**config.mk**
```make
export PLATFORM = sky130hd
export DESIGN_NAME = bf_out_router
export DESIGN_NICKNAME = d
export VERILOG_FILES = /design/src/rtl/bf_route_pkg.sv /design/src/rtl/bf_ctrl_delay.sv /design/src/rtl/bf_out_router.sv
export SDC_FILE = /design/constraint.sdc
export NUM_CORES = 1
export LEC_CHECK = 0
export BUFFER_PORTS_ARGS = -buffer_cell sky130_fd_sc_hd__buf_4
export CAP_MARGIN = 10
export CORE_MARGIN = 2
export CORE_UTILIZATION = 41
export CTS_CLUSTER_SIZE = 25
export DETAILED_ROUTE_END_ITERATION = 16
export PLACE_DENSITY = 0.62
export SKIP_LAST_GASP = 1
export SLEW_MARGIN = 15
export SYNTH_ARGS = -nofsm -noshare
export SYNTH_HDL_FRONTEND = slang
export SYNTH_HIERARCHICAL = 1
export SYNTH_SLANG_ARGS = --single-unit
```
**constraint.sdc**
```tcl
create_clock -name clk -period 8.03 [get_ports clk]
set_clock_uncertainty 0.15 [all_clocks]
set_input_delay 1.2045 -clock clk [delete_from_list [all_inputs] [get_ports clk]]
set_output_delay 1.2045 -clock clk [all_outputs]
set_load 0.02 [all_outputs]
```
**src/rtl/bf_route_pkg.sv**
```systemverilog
// Shared constants and helpers for the butterfly output router.
package bf_route_pkg;

  localparam logic MODE_R2 = 1'b0;
  localparam logic MODE_R4 = 1'b1;

  function automatic int unsigned clog2(input int unsigned v);
    int unsigned r;
    r = 0;
    while ((64'd1 << r) < 64'(v)) r++;
    return r;
  endfunction

  // Flat source number: butterfly b, upper (1) or lower (0) result.
  function automatic int unsigned src_index(input int unsigned b, input logic upper);
    return (b << 1) + 32'(upper);
  endfunction

endpackage

```
**src/rtl/bf_ctrl_delay.sv**
```systemverilog
// Control-word delay line with a short (LAT_R2) and long (LAT_R4) tap.
module bf_ctrl_delay #(
  parameter int unsigned PAY_W  = 8,
  parameter int unsigned LAT_R2 = 8,
  parameter int unsigned LAT_R4 = 16
) (
  input  logic             clk,
  input  logic             rst,
  input  logic             long_i,
  input  logic             in_valid_i,
  input  logic [PAY_W-1:0] in_pay_i,
  output logic             tap_valid_o,
  output logic [PAY_W-1:0] tap_pay_o
);

  logic [LAT_R4-1:0] valid_q;
  logic [PAY_W-1:0]  pay_q [LAT_R4];

  // In short mode a word is killed once past the short tap so it cannot
  // resurface at the long tap after a later mode switch.
  always_ff @(posedge clk) begin
    if (rst) begin
      valid_q <= '0;
    end else begin
      valid_q[0] <= in_valid_i;
      for (int unsigned i = 1; i < LAT_R4; i++) begin
        valid_q[i] <= (i == LAT_R2 && !long_i) ? 1'b0 : valid_q[i-1];
      end
    end
  end

  always_ff @(posedge clk) begin
    pay_q[0] <= in_pay_i;
    for (int unsigned i = 1; i < LAT_R4; i++) begin
      pay_q[i] <= pay_q[i-1];
    end
  end

  assign tap_valid_o = long_i ? valid_q[LAT_R4-1] : valid_q[LAT_R2-1];
  assign tap_pay_o   = long_i ? pay_q[LAT_R4-1]   : pay_q[LAT_R2-1];

endmodule

```
**src/rtl/bf_out_router.sv**
```systemverilog
// Routes butterfly result pairs onto bank write lanes, with delayed control,
// registered outputs, drain-before-mode-switch and a sticky drop flag.
module bf_out_router
  import bf_route_pkg::*;
#(
  parameter  int unsigned DATA_W = 12,
  parameter  int unsigned NUM_BF = 2,
  parameter  int unsigned ADDR_W = 6,
  parameter  int unsigned LAT_R2 = 8,
  parameter  int unsigned LAT_R4 = 16,
  localparam int unsigned NLANE  = 2 * NUM_BF,
  localparam int unsigned SEL_W  = (clog2(NLANE) < 1) ? 1 : clog2(NLANE),
  localparam int unsigned CNT_W  = clog2(LAT_R4 + 1)
) (
  input  logic                    clk,
  input  logic                    rst,
  input  logic                    mode_req,
  output logic                    mode,
  output logic                    ctrl_ready,
  input  logic                    ctrl_valid,
  input  logic [NLANE*SEL_W-1:0]  ctrl_sel,
  input  logic [NLANE-1:0]        ctrl_lane_en,
  input  logic [ADDR_W-1:0]       ctrl_addr,
  input  logic [NUM_BF*DATA_W-1:0] bf_upper,
  input  logic [NUM_BF*DATA_W-1:0] bf_lower,
  output logic [NLANE*DATA_W-1:0] d_out,
  output logic [NLANE-1:0]        d_we,
  output logic [ADDR_W-1:0]       d_addr,
  output logic                    d_valid,
  output logic [CNT_W-1:0]        inflight,
  output logic                    drop_err
);

  localparam int unsigned PAY_W = NLANE*SEL_W + NLANE + ADDR_W;
  localparam int unsigned NSRC  = 1 << SEL_W;

  logic                    mode_q, mode_d;
  logic [CNT_W-1:0]        inflight_q, inflight_d;
  logic                    drop_q, drop_d;
  logic [NLANE*DATA_W-1:0] d_out_q, d_out_d;
  logic [NLANE-1:0]        d_we_q, d_we_d;
  logic [ADDR_W-1:0]       d_addr_q, d_addr_d;
  logic                    d_valid_q, d_valid_d;

  logic                    accept;
  logic                    tap_valid;
  logic [PAY_W-1:0]        tap_pay;
  logic [NLANE*SEL_W-1:0]  tap_sel;
  logic [NLANE-1:0]        tap_en;
  logic [ADDR_W-1:0]       tap_addr;
  logic [DATA_W-1:0]       src_c [NSRC];
  logic [NLANE*DATA_W-1:0] lane_c;

  assign ctrl_ready = (mode_req == mode_q);
  assign accept     = ctrl_valid && ctrl_ready;

  bf_ctrl_delay #(
    .PAY_W (PAY_W),
    .LAT_R2(LAT_R2),
    .LAT_R4(LAT_R4)
  ) u_delay (
    .clk        (clk),
    .rst        (rst),
    .long_i     (mode_q == MODE_R4),
    .in_valid_i (accept),
    .in_pay_i   ({ctrl_sel, ctrl_lane_en, ctrl_addr}),
    .tap_valid_o(tap_valid),
    .tap_pay_o  (tap_pay)
  );

  assign {tap_sel, tap_en, tap_addr} = tap_pay;

  // Source table; unused encodings (s >= NLANE) read as zero.
  always_comb begin
    for (int unsigned i = 0; i < NSRC; i++) src_c[SEL_W'(i)] = '0;
    for (int unsigned b = 0; b < NUM_BF; b++) begin
      src_c[SEL_W'(src_index(b, 1'b1))] = bf_upper[b*DATA_W +: DATA_W];
      src_c[SEL_W'(src_index(b, 1'b0))] = bf_lower[b*DATA_W +: DATA_W];
    end
  end

  always_comb begin
    lane_c = '0;
    for (int unsigned l = 0; l < NLANE; l++) begin
      lane_c[l*DATA_W +: DATA_W] = src_c[tap_sel[l*SEL_W +: SEL_W]];
    end
  end

  always_comb begin
    mode_d     = mode_q;
    inflight_d = inflight_q;
    drop_d     = drop_q | (ctrl_valid && !ctrl_ready);
    d_out_d    = d_out_q;
    d_addr_d   = d_addr_q;
    d_we_d     = '0;
    d_valid_d  = 1'b0;
    if (tap_valid) begin
      d_out_d   = lane_c;
      d_we_d    = tap_en;
      d_addr_d  = tap_addr;
      d_valid_d = 1'b1;
    end
    if (accept && !tap_valid) begin
      inflight_d = inflight_q + 1'b1;
    end else if (!accept && tap_valid) begin
      inflight_d = inflight_q - 1'b1;
    end
    // Empty pipeline implies no word at the tap, so the tap switch is safe.
    if (mode_req != mode_q && inflight_q == '0) begin
      mode_d = mode_req;
    end
  end

  always_ff @(posedge clk) begin
    if (rst) begin
      mode_q     <= MODE_R2;
      inflight_q <= '0;
      drop_q     <= 1'b0;
      d_out_q    <= '0;
      d_we_q     <= '0;
      d_addr_q   <= '0;
      d_valid_q  <= 1'b0;
    end else begin
      mode_q     <= mode_d;
      inflight_q <= inflight_d;
      drop_q     <= drop_d;
      d_out_q    <= d_out_d;
      d_we_q     <= d_we_d;
      d_addr_q   <= d_addr_d;
      d_valid_q  <= d_valid_d;
    end
  end

  assign mode     = mode_q;
  assign inflight = inflight_q;
  assign drop_err = drop_q;
  assign d_out    = d_out_q;
  assign d_we     = d_we_q;
  assign d_addr   = d_addr_q;
  assign d_valid  = d_valid_q;

endmodule

```
==> results of run 1 <==
-- through the flow --
| stage | setup slack (ps) | total power, mW |
|---|---|---|
| after floorplan | 4640 | 2.26 |
| after global placement | 4330 | 2.35 |
| after detailed placement | 4210 | 2.37 |
| after CTS | 4180 | 4.14 |
| after global routing | 3960 | 4.25 |
| final | 4210 | 4.08 |
-- worst max-delay path, stage by stage, from the launching register on --
cell	delay [ps]
sky130_fd_sc_hd__dfxtp_2	880
sky130_fd_sc_hd__mux2_4	930
sky130_fd_sc_hd__inv_1	160
sky130_fd_sc_hd__ha_1	260
sky130_fd_sc_hd__inv_1	160
sky130_fd_sc_hd__ha_1	310
sky130_fd_sc_hd__a21oi_1	220
sky130_fd_sc_hd__a211oi_1	120
sky130_fd_sc_hd__a31oi_1	180
sky130_fd_sc_hd__mux2_1	330
-- registers in the layout (all words and copies together), names as in the netlist --
signal,count
d_addr,6
drop_err,1
u_delay/pay_q,288
d_valid,1
d_we,4
u_delay/valid_q,16
inflight,5
mode,1
d_out,48
-- final timing paths --
path	from	end	cells past startpoint
setup reg to reg	mode	inflight[4]	9
hold reg to reg	u_delay/pay_q[2][33]	u_delay/pay_q[2][51]	0
setup / recovery	mode	inflight[4]	9
hold / removal	u_delay/pay_q[2][33]	u_delay/pay_q[2][51]	0
-- per-layer routing --
layer  routed length, um  vias to the layer above  global-route usage (%)  part of all wire, %
met3                1370                       27                    5.08                  7.6
li1                    -                     2461                       -                    -
met2                8790                      147                    23.8                   49
met1                7570                     2497                    16.8                   42
met5                   0                        -                       0                    0
met4                 375                        0                    5.52                  2.1
-- power breakdown --
group / total, mW / leakage (nW) / internal [mW] / switching (mW)
combinational: 0.353 / 1.51 / 0.195 / 0.159
sequential: 1.97 / 3.09 / 1.92 / 0.0474
clock: 1.76 / 0.613 / 1.07 / 0.686
total: 4.08 / 5.22 / 3.19 / 0.892
-- area by class of cell --
| cell class | count | area (um^2) | area share (%) |
|---|---|---|---|
| Sequential cell | 370 | 7410 | 58.5 |
| Multi-Input combinational cell | 232 | 2530 | 20.0 |
| Inverter | 3 | 11.3 | 0.0889 |
| Clock buffer | 50 | 1020 | 8.09 |
| Clock inverter | 17 | 256 | 2.03 |
| Tap cell | 324 | 405 | 3.20 |
| Timing Repair Buffer | 136 | 1020 | 8.06 |
-- cell usage in the layout, fill, tap and decap left out, types with 5 or more instances in the layout --
cell type,instances
sky130_fd_sc_hd__clkbuf_1,8
sky130_fd_sc_hd__clkbuf_8,5
sky130_fd_sc_hd__and2_1,5
sky130_fd_sc_hd__mux2_4,19
sky130_fd_sc_hd__buf_4,136
sky130_fd_sc_hd__nor2b_1,16
sky130_fd_sc_hd__bufinv_16,5
sky130_fd_sc_hd__clkbuf_16,37
sky130_fd_sc_hd__mux4_1,8
sky130_fd_sc_hd__dfxtp_1,369
sky130_fd_sc_hd__mux2i_1,56
sky130_fd_sc_hd__mux4_2,40
sky130_fd_sc_hd__nor2_1,63
-- cell families (layout without fill, tap and decap cells) --
kind of cell,Yosys count,in the layout,synth area share [%]
AOI/OAI and AO/OA,7,7,0.409
xor gates and xnor gates,3,3,0.260
and+or+nand+nor,93,93,4.23
adders and majority gates,5,5,0.693
muxes,124,124,19.5
buffers and inverters,28,206,1.66
DFF,370,370,73.3
==> impl_summary.log, run 1 <==
INFO  metric cts.sink_count = 370
INFO  metric vias = 5,132
INFO  metric setup.reg_to_reg.worst_slack = 4210 ps
INFO  metric count_of_unique_library_cells_instantiated_by_yosys = 30
INFO  metric i_o_pin_total = 137
INFO  metric gp_routability_congestion = 0.739
INFO  metric grt_antenna_before_repair = 0
INFO  metric area_growth_from_synthesis_to_layout = 25.3%
INFO  metric criticalPathCategory = reg -> reg
INFO  metric grt_first_pass_wirelength = 28,600 um
INFO  metric wirelength = 18,100 um
INFO  metric clk_latency = 520 ps
INFO  metric placed_cells = 1,065
INFO  metric dieWidth = 161 um
INFO  metric synth_top_flop_cell = sky130_fd_sc_hd__dfxtp_1
INFO  metric synthesis.nets = 705
INFO  metric cp_data_required_time = 8290 ps
INFO  metric fp.coreArea = 24,200 um^2
INFO  metric clk_pin_slew = 60 ps
INFO  metric grt_setup_unrepaired = no
INFO  metric drtPass1Iterations = 4
INFO  metric tightestPinTransition = 1000 ps
INFO  metric number_of_enable_flip_flop_cells_after_synthesis = 0
INFO  metric synth_commonest_cells = 370 x sky130_fd_sc_hd__dfxtp_1, 63 x sky130_fd_sc_hd__nor2_1, 56 x sky130_fd_sc_hd__mux2i_1
INFO  metric yosys.area.top_type_share = 73.3%
INFO  metric dpl_cell_area = 11,400 um^2
INFO  metric holdBufCountCts = 0
INFO  metric path_max_fanout = 55
INFO  metric ctsRootBufferMaster = sky130_fd_sc_hd__clkbuf_16
INFO  metric cts_made_buffers = 37
INFO  metric ctsResizeCount = 0
INFO  metric arrival = 4080 ps
INFO  metric relSlewSlack = 33.1%
INFO  metric detail_route.wl_per_cell = 16.0 um
INFO  metric postSynthCellCount = 630
INFO  metric finish_stage_setup_viols = 0
INFO  metric yosys_warn_count = 6
INFO  metric final_hold_viol_count = 0
INFO  metric totalNegativeSetupSlack = 0 ps
INFO  metric synth-async-reset-ratio = 0%
INFO  metric critical_path.endpoint_type = register
INFO  metric ys_seq_elements = 370
INFO  metric largest_net_degree_at_the_start_of_global_routing = 82
INFO  metric status = completed
INFO  metric fill_cells = 2,033
INFO  metric min_path_type = reg -> reg
INFO  metric die_area = 25,900 um^2
INFO  metric antennaDiodeCount = 0
INFO  metric buffer_ports.inserted = 136
INFO  metric effective_utilization_at_floorplan = 41.7%
INFO  metric die_height = 161 um
INFO  metric final_non_filler_cells = 1,132
INFO  metric grt_pass1_vias = 5,290
INFO  metric global_route.overflow_total = 0
INFO  metric syn_avg_cell_area = 16.0 um^2
INFO  metric grt_util_all_layers = 14.2%
INFO  metric synthMostInstantiatedCell = sky130_fd_sc_hd__dfxtp_1
INFO  metric tritoncts = done
INFO  metric layout.nets = 855
INFO  metric yosysSeqAreaShare = 73.3%
INFO  metric leading_cell_types_by_total_area_after_synthesis = sky130_fd_sc_hd__dfxtp_1 73%, sky130_fd_sc_hd__mux4_2 8.9%, sky130_fd_sc_hd__mux2i_1 5.5%, sky130_fd_sc_hd__mux2_4 2.8%, sky130_fd_sc_hd__nor2_1 2.3%
INFO  metric min_period = 3820 ps
INFO  metric h-tree-depth = 2
INFO  metric achievable-frequency = 261 MHz
INFO  metric utilization = 52.2%
INFO  metric buffers_inserted_by_post_cts_timing_repair = 0
INFO  metric finalInstanceArea = 12,700 um^2
INFO  metric synth_largest_area_cell = sky130_fd_sc_hd__dfxtp_1
INFO  metric post-route-period-util = 47.6%
INFO  metric synthesized_area = 10,100 um^2
INFO  metric detail_route_antenna_nets = 0
INFO  metric ir_drop = 0.212 mV
INFO  metric detail_route.vias_per_cell = 4.53
INFO  metric timing_max_transition_violations_final = 0
INFO  metric cts_buffer_depth = 3
INFO  metric drt_first_iter_violations = 245
INFO  metric total_leakage_power = 5.22 nW
INFO  metric rows = 57
INFO  metric dp_hpwl = 11,500 um
INFO  metric cp-start-kind = register
INFO  metric max_capacitance_violation_total = 0
INFO  metric drc = 0
INFO  metric power-per-cell-area = 322 nW/um^2
INFO  metric hold_slack = 162 ps
INFO  metric final_layout_size_suffix_gt1_share = 31.8%
No activity file was read; power rests on OpenSTA's default activity.
==> run 2: changes to the inputs <==
--- a/config.mk
+++ b/config.mk
@@ -11,7 +11,7 @@
 export CORE_UTILIZATION = 41
 export CTS_CLUSTER_SIZE = 25
 export DETAILED_ROUTE_END_ITERATION = 16
-export PLACE_DENSITY = 0.62
+export PLACE_DENSITY = 0.64
 export SKIP_LAST_GASP = 1
 export SLEW_MARGIN = 15
 export SYNTH_ARGS = -nofsm -noshare
==> constraint.sdc (replaced) <==
create_clock -name clk -period 3.5 [get_ports clk]
set_clock_uncertainty 0.15 [all_clocks]
set_input_delay 0.525 -clock clk [delete_from_list [all_inputs] [get_ports clk]]
set_output_delay 0.525 -clock clk [all_outputs]
set_load 0.02 [all_outputs]
==> run 2 against run 1 <==
Compared with the run above: global-route usage grew 0.070 points; register-to-register slack lost 3200 ps; clock power grew 150%; non-clock buffer count grew 20; largest cell class unchanged; cell area grew 2.4%; die area is the same; via count grew 0.43%.
==> impl_summary.log, run 2 (synthesized netlist as in run 1, its figures left out) <==
INFO  metric ctsRootBufferMaster = sky130_fd_sc_hd__clkbuf_16
INFO  metric worst_setup_path_endpoint = inflight[4]
INFO  metric cts_buffer_depth = 3
INFO  metric criticalPathCategory = reg -> reg
INFO  metric grt_antenna_before_repair = 0
INFO  metric fp.coreArea = 24,200 um^2
INFO  metric arrival = 2710 ps
INFO  metric timing_max_transition_violations_final = 0
INFO  metric top_register = u_delay/pay_q
INFO  metric critical_path.endpoint_type = register
INFO  metric grt_pass1_vias = 5,399
INFO  metric gp_routability_congestion = 0.758
INFO  metric achievable-frequency = 404 MHz
INFO  metric grt_util_all_layers = 14.3%
INFO  metric final_layout_size_suffix_gt1_share = 31.6%
INFO  metric setup.reg_to_reg.worst_slack = 1030 ps
INFO  metric antennaDiodeCount = 0
INFO  metric grt.met3_usage = 5.32%
INFO  metric total_leakage_power = 5.36 nW
INFO  metric area_growth_from_synthesis_to_layout = 28.2%
INFO  metric detail_route.wl_per_cell = 16.0 um
INFO  metric h-tree-depth = 2
INFO  metric vias = 5,154
INFO  metric drtPass1Iterations = 4
INFO  metric cts_made_buffers = 38
INFO  metric dp_hpwl = 11,600 um
INFO  metric die_height = 161 um
INFO  metric layout.nets = 876
INFO  metric die_area = 25,900 um^2
INFO  metric final_hold_viol_count = 0
INFO  metric critical_path_start = mode
INFO  metric worst_reg2reg_path_length_in_cells = 9
INFO  metric finish_stage_setup_viols = 0
INFO  metric placed_cells = 1,067
INFO  metric max_capacitance_violation_total = 0
INFO  metric drc = 0
INFO  metric global_route.usage.met1 = 16.5%
INFO  metric dieWidth = 161 um
INFO  metric i_o_pin_total = 137
INFO  metric cp_data_required_time = 3740 ps
INFO  metric hold_path.startpoint = ctrl_valid
INFO  metric status = completed
INFO  metric ir_drop = 0.345 mV
INFO  metric global_route.overflow_total = 0
INFO  metric cp-start-kind = register
INFO  metric clk_pin_slew = 60 ps
INFO  metric clk_latency = 520 ps
INFO  metric globalRouteMet2Util = 24.6%
INFO  metric critical_path.max_stage_delay = 360 ps
INFO  metric rows = 57
INFO  metric buffer_ports.inserted = 136
INFO  metric tightestPinTransition = 966 ps
INFO  metric totalNegativeSetupSlack = 0 ps
INFO  metric detail_route.vias_per_cell = 4.48
INFO  metric min_period = 2470 ps
INFO  metric min_path_type = in -> reg
INFO  metric reg2reg_from = mode
INFO  metric slowest_cell_on_the_critical_path = sky130_fd_sc_hd__dfxtp_2
INFO  metric post-route-period-util = 70.7%
INFO  metric final_cell_mix = 369 x sky130_fd_sc_hd__dfxtp_1, 138 x sky130_fd_sc_hd__buf_4, 63 x sky130_fd_sc_hd__nor2_1, 56 x sky130_fd_sc_hd__mux2i_1, 40 x sky130_fd_sc_hd__mux4_2
INFO  metric globalRoute.busiestLayer = met2
INFO  metric effective_utilization_at_floorplan = 41.7%
INFO  metric grt_first_pass_wirelength = 28,900 um
INFO  metric largest_reg_flops = 288
INFO  metric wirelength = 18,500 um
INFO  metric largest_net_degree_at_the_start_of_global_routing = 82
INFO  metric grt_setup_unrepaired = no
INFO  metric detail_route_antenna_nets = 0
INFO  metric cts.sink_count = 370
INFO  metric final_non_filler_cells = 1,151
INFO  metric power-per-cell-area = 746 nW/um^2
INFO  metric drt_first_iter_violations = 238
INFO  metric r2r_end = inflight[4]
INFO  metric relSlewSlack = 35.6%
INFO  metric path_cells = xnor2_1 -> and2_1 -> ha_1 -> inv_1 -> ha_1 -> a21oi_1 -> a211oi_1 -> a31oi_1 -> mux2_1
INFO  metric final_common_cell = sky130_fd_sc_hd__dfxtp_1
INFO  metric tritoncts = done
INFO  metric path_max_fanout = 5
INFO  metric path_common_cell = sky130_fd_sc_hd__ha_1
[run 2: cell type report]
| class | instances | area (um^2) |
|---|---|---|
| fillers | 1991 | 11300 |
| flip-flops and latches | 370 | 7410 |
| multi-input cells | 232 | 2530 |
| repair buffers | 156 | 1220 |
| clock buffers | 50 | 1080 |
| well taps | 324 | 405 |
| clock inverters | 16 | 308 |
| inverters | 3 | 11.3 |
[run 2: how the worst min path moves through the flow]
stage,endpoint,slack [ps],depth (start not counted)
after global placement,u_delay/pay_q[1][59],160,0
after floorplan,u_delay/pay_q[0][18],160,0
after CTS,drop_err,100,3
after global routing,drop_err,110,3
final,drop_err,120,3
after detailed placement,u_delay/pay_q[2][53],160,0
[run 2: timing repair]
item,CTS,global route
resized for setup,0,0
endpoints found under the hold margin,18,0
hold buffers,18,0
buffers inserted,0,0
[run 2: per-stage QoR]
| stage | hold slack [ps] | setup slack (ps) | total power, mW | area (um^2) | utilization [%] |
|---|---|---|---|---|---|
| floorplan | 160 | 686 | 5.18 | 10100 | - |
| global placement | 160 | 862 | 5.40 | 11400 | 47.0 |
| detailed placement | 162 | 795 | 5.43 | 11400 | 47.0 |
| CTS | 104 | 1030 | 9.78 | 13000 | 53.4 |
| global route | 115 | 817 | 10.0 | 13000 | 53.4 |
| finish | 117 | 1030 | 9.67 | 13000 | 53.4 |
[run 2: per-layer routing]
layer	routed length (um)	part of all wire, %
met3	1410	7.6
met1	7670	42
met2	8990	49
met4	394	2.1
met5	0	0
[run 2: report_power, final]
group	total [mW]	internal [mW]	switching, mW
logic	0.858	0.461	0.397
clock network	4.33	2.76	1.56
registers	4.49	4.41	0.0735
total	9.67	7.64	2.03
[run 2: critical path: cells and delay by family, from the launching register on]
family	cells	cell delay, ps
buf+inv	1	100
compound gates	3	460
simple gates	1	190
xor+xnor	1	250
fa+ha+maj	2	510
mux	1	340
flops	1	360
==> run 3: changes to the inputs <==
==> constraint.sdc (replaced) <==
create_clock -name clk -period 2.1 [get_ports clk]
set_clock_uncertainty 0.15 [all_clocks]
set_input_delay 0.315 -clock clk [delete_from_list [all_inputs] [get_ports clk]]
set_output_delay 0.315 -clock clk [all_outputs]
set_load 0.02 [all_outputs]
==> run 3 against run 2 <==
Compared with the run above: the flow now finishes with violations (negative setup slack); critical path depth is the same; global-route usage grew 0.19 points; sequential share of layout area shrank 0.48 points; hold slack lost 70 ps; non-clock buffer count grew 23; count of clock-buffer cells in the layout shrank 6; maximum frequency grew 11%.
==> impl_summary.log, run 3 (synthesized netlist as in run 1, its figures left out) <==
INFO  metric min_period = 2220 ps
INFO  metric vias = 5,259
INFO  metric setup.reg_to_reg.worst_slack = -120 ps
INFO  metric cts_buffer_depth = 3
INFO  metric fill_cells = 1,992
INFO  metric cp-start-kind = register
INFO  metric failed_checks = negative setup slack
INFO  metric i_o_pin_total = 137
INFO  metric min_path_type = in -> reg
INFO  metric global_route.overflow_total = 0
INFO  metric dieWidth = 161 um
INFO  metric worst_reg2reg_path_length_in_cells = 9
INFO  metric detail_route.vias_per_cell = 4.50
INFO  metric final-seq-area = 7410 um^2
INFO  metric timing.hold.worst_endpoint = u_delay/valid_q[0]
INFO  metric final_cell_mix = 369 x sky130_fd_sc_hd__dfxtp_1, 153 x sky130_fd_sc_hd__buf_4, 63 x sky130_fd_sc_hd__nor2_1, 56 x sky130_fd_sc_hd__mux2i_1, 40 x sky130_fd_sc_hd__mux4_2
INFO  metric ir_drop = 0.547 mV
INFO  metric grt_pass1_vias = 5,519
INFO  metric buffer_ports.inserted = 136
INFO  metric gp_routability_congestion = 0.817
INFO  metric dp_hpwl = 12,500 um
INFO  metric utilization = 53.9%
INFO  metric layout.nets = 898
INFO  metric final_common_cell = sky130_fd_sc_hd__dfxtp_1
INFO  metric max_capacitance_violation_total = 0
INFO  metric tightestPinTransition = 947 ps
INFO  metric die_area = 25,900 um^2
INFO  metric largest_net_degree_at_the_start_of_global_routing = 55
INFO  metric cts_made_buffers = 37
INFO  metric power-per-cell-area = 1190 nW/um^2
INFO  metric arrival = 2470 ps
INFO  metric grt_antenna_before_repair = 0
INFO  metric final_layout_size_suffix_gt1_share = 34.1%
INFO  metric whs_path_depth = 3
INFO  metric antennaDiodeCount = 0
INFO  metric status = finished, violations left
INFO  metric totalNegativeSetupSlack = -1600 ps
INFO  metric ctsRootBufferMaster = sky130_fd_sc_hd__clkbuf_16
INFO  metric cts.sink_count = 370
INFO  metric detail_route.wl_per_cell = 15.9 um
INFO  metric rows = 57
INFO  metric fp.coreArea = 24,200 um^2
INFO  metric criticalPathCategory = reg -> reg
INFO  metric effective_utilization_at_floorplan = 41.7%
INFO  metric die_height = 161 um
INFO  metric top_register = u_delay/pay_q
INFO  metric achievable-frequency = 450 MHz
INFO  metric area_growth_from_synthesis_to_layout = 29.3%
INFO  metric grt_setup_unrepaired = yes
INFO  metric multi_input_comb_area = 2600 um^2
INFO  metric wirelength = 18,600 um
INFO  metric grt_first_pass_wirelength = 29,400 um
INFO  metric clk_latency = 500 ps
INFO  metric relSlewSlack = 36.9%
INFO  metric finish_stage_setup_viols = 43
INFO  metric cp_data_required_time = 2340 ps
INFO  metric clk_pin_slew = 60 ps
INFO  metric drc = 0
INFO  metric h-tree-depth = 2
INFO  metric post-place-ws = -202 ps
INFO  metric path_max_fanout = 5
INFO  metric drt_first_iter_violations = 236
INFO  metric timing_max_transition_violations_final = 0
INFO  metric critical_path.endpoint_type = register
INFO  metric hold_path.startpoint = ctrl_valid
INFO  metric tritoncts = done
INFO  metric reg2reg_from = mode
INFO  metric drtPass1Iterations = 4
INFO  metric r2r_end = inflight[4]
INFO  metric post-route-period-util = 106%
INFO  metric largest_reg_flops = 288
INFO  metric total_leakage_power = 5.42 nW
INFO  metric grt_util_all_layers = 14.5%
INFO  metric final_hold_viol_count = 0
INFO  metric critical_path_start = mode
INFO  metric setup_ws = -122 ps
INFO  metric detail_route_antenna_nets = 0
run 3: cell count changes in the layout (fill, tap and decap cells not counted), sizes merged:
cell,delta
dlygate4sd3,+2
inv,+4
clkinv,+2
buf,+21
clkbuf,-6
bufinv,-4
clkinvlp,-1
run 3: worst max-delay path by stage:
stage	cells past startpoint	slack, ps	endpoint
floorplan	11	-380	inflight[4]
global placement	10	-140	inflight[4]
detailed placement	10	-200	inflight[4]
CTS	9	-130	inflight[3]
global route	9	-190	inflight[4]
finish	9	-120	inflight[4]
run 3: what timing repair did:
action / CTS / global route
resized for setup: 1 / 3
endpoints found under the setup margin: 45 / 48
endpoints found under the hold margin: 20 / 0
pin swaps: 1 / 2
hold buffers: 20 / 0
buffers inserted: 2 / 1
run 3: layer usage:
| metal | track usage, % | up-vias | part of all wire (%) |
|---|---|---|---|
| li1 | - | 2533 | - |
| met1 | 16.6 | 2529 | 41 |
| met2 | 24.5 | 154 | 49 |
| met3 | 5.60 | 43 | 8.1 |
| met4 | 5.52 | 0 | 2.7 |
| met5 | 0 | - | 0 |
run 3: report_power, final:
part | leakage [nW] | switching [mW] | total [mW] | internal (mW)
combinational | 1.75 | 0.731 | 1.71 | 0.978
sequential | 3.09 | 0.127 | 7.49 | 7.36
clock | 0.577 | 2.55 | 6.33 | 3.78
run 3: worst max-delay path, stage by stage, from the launching register on:
cell and delay (ps):
sky130_fd_sc_hd__dfxtp_4 380, sky130_fd_sc_hd__mux2_4 320, sky130_fd_sc_hd__inv_4 70, sky130_fd_sc_hd__ha_4 150, sky130_fd_sc_hd__inv_6 50, sky130_fd_sc_hd__fa_2 350
sky130_fd_sc_hd__nand3_2 80, sky130_fd_sc_hd__a211oi_1 60, sky130_fd_sc_hd__a31oi_1 170, sky130_fd_sc_hd__mux2_1 330
run 3: cell type report:
type / count / share of cell area (%)
clock buffer: 44 / 7.36
clock inverter: 17 / 1.64
inverter: 3 / 0.144
multi-input combinational: 232 / 19.9
sequential: 370 / 56.7
tap: 324 / 3.10
timing repair buffer: 179 / 11.2
run 3: stage by stage:
stage	instance area, um^2	cells	hold WS [ps]	power, mW
global route	13100	1169	51.7	16.1
detailed placement	11700	1085	162	9.30
finish	13100	1169	47.8	15.5
CTS	13100	1168	33.4	15.7
floorplan	10200	630	160	8.70
global placement	11700	1085	160	9.21
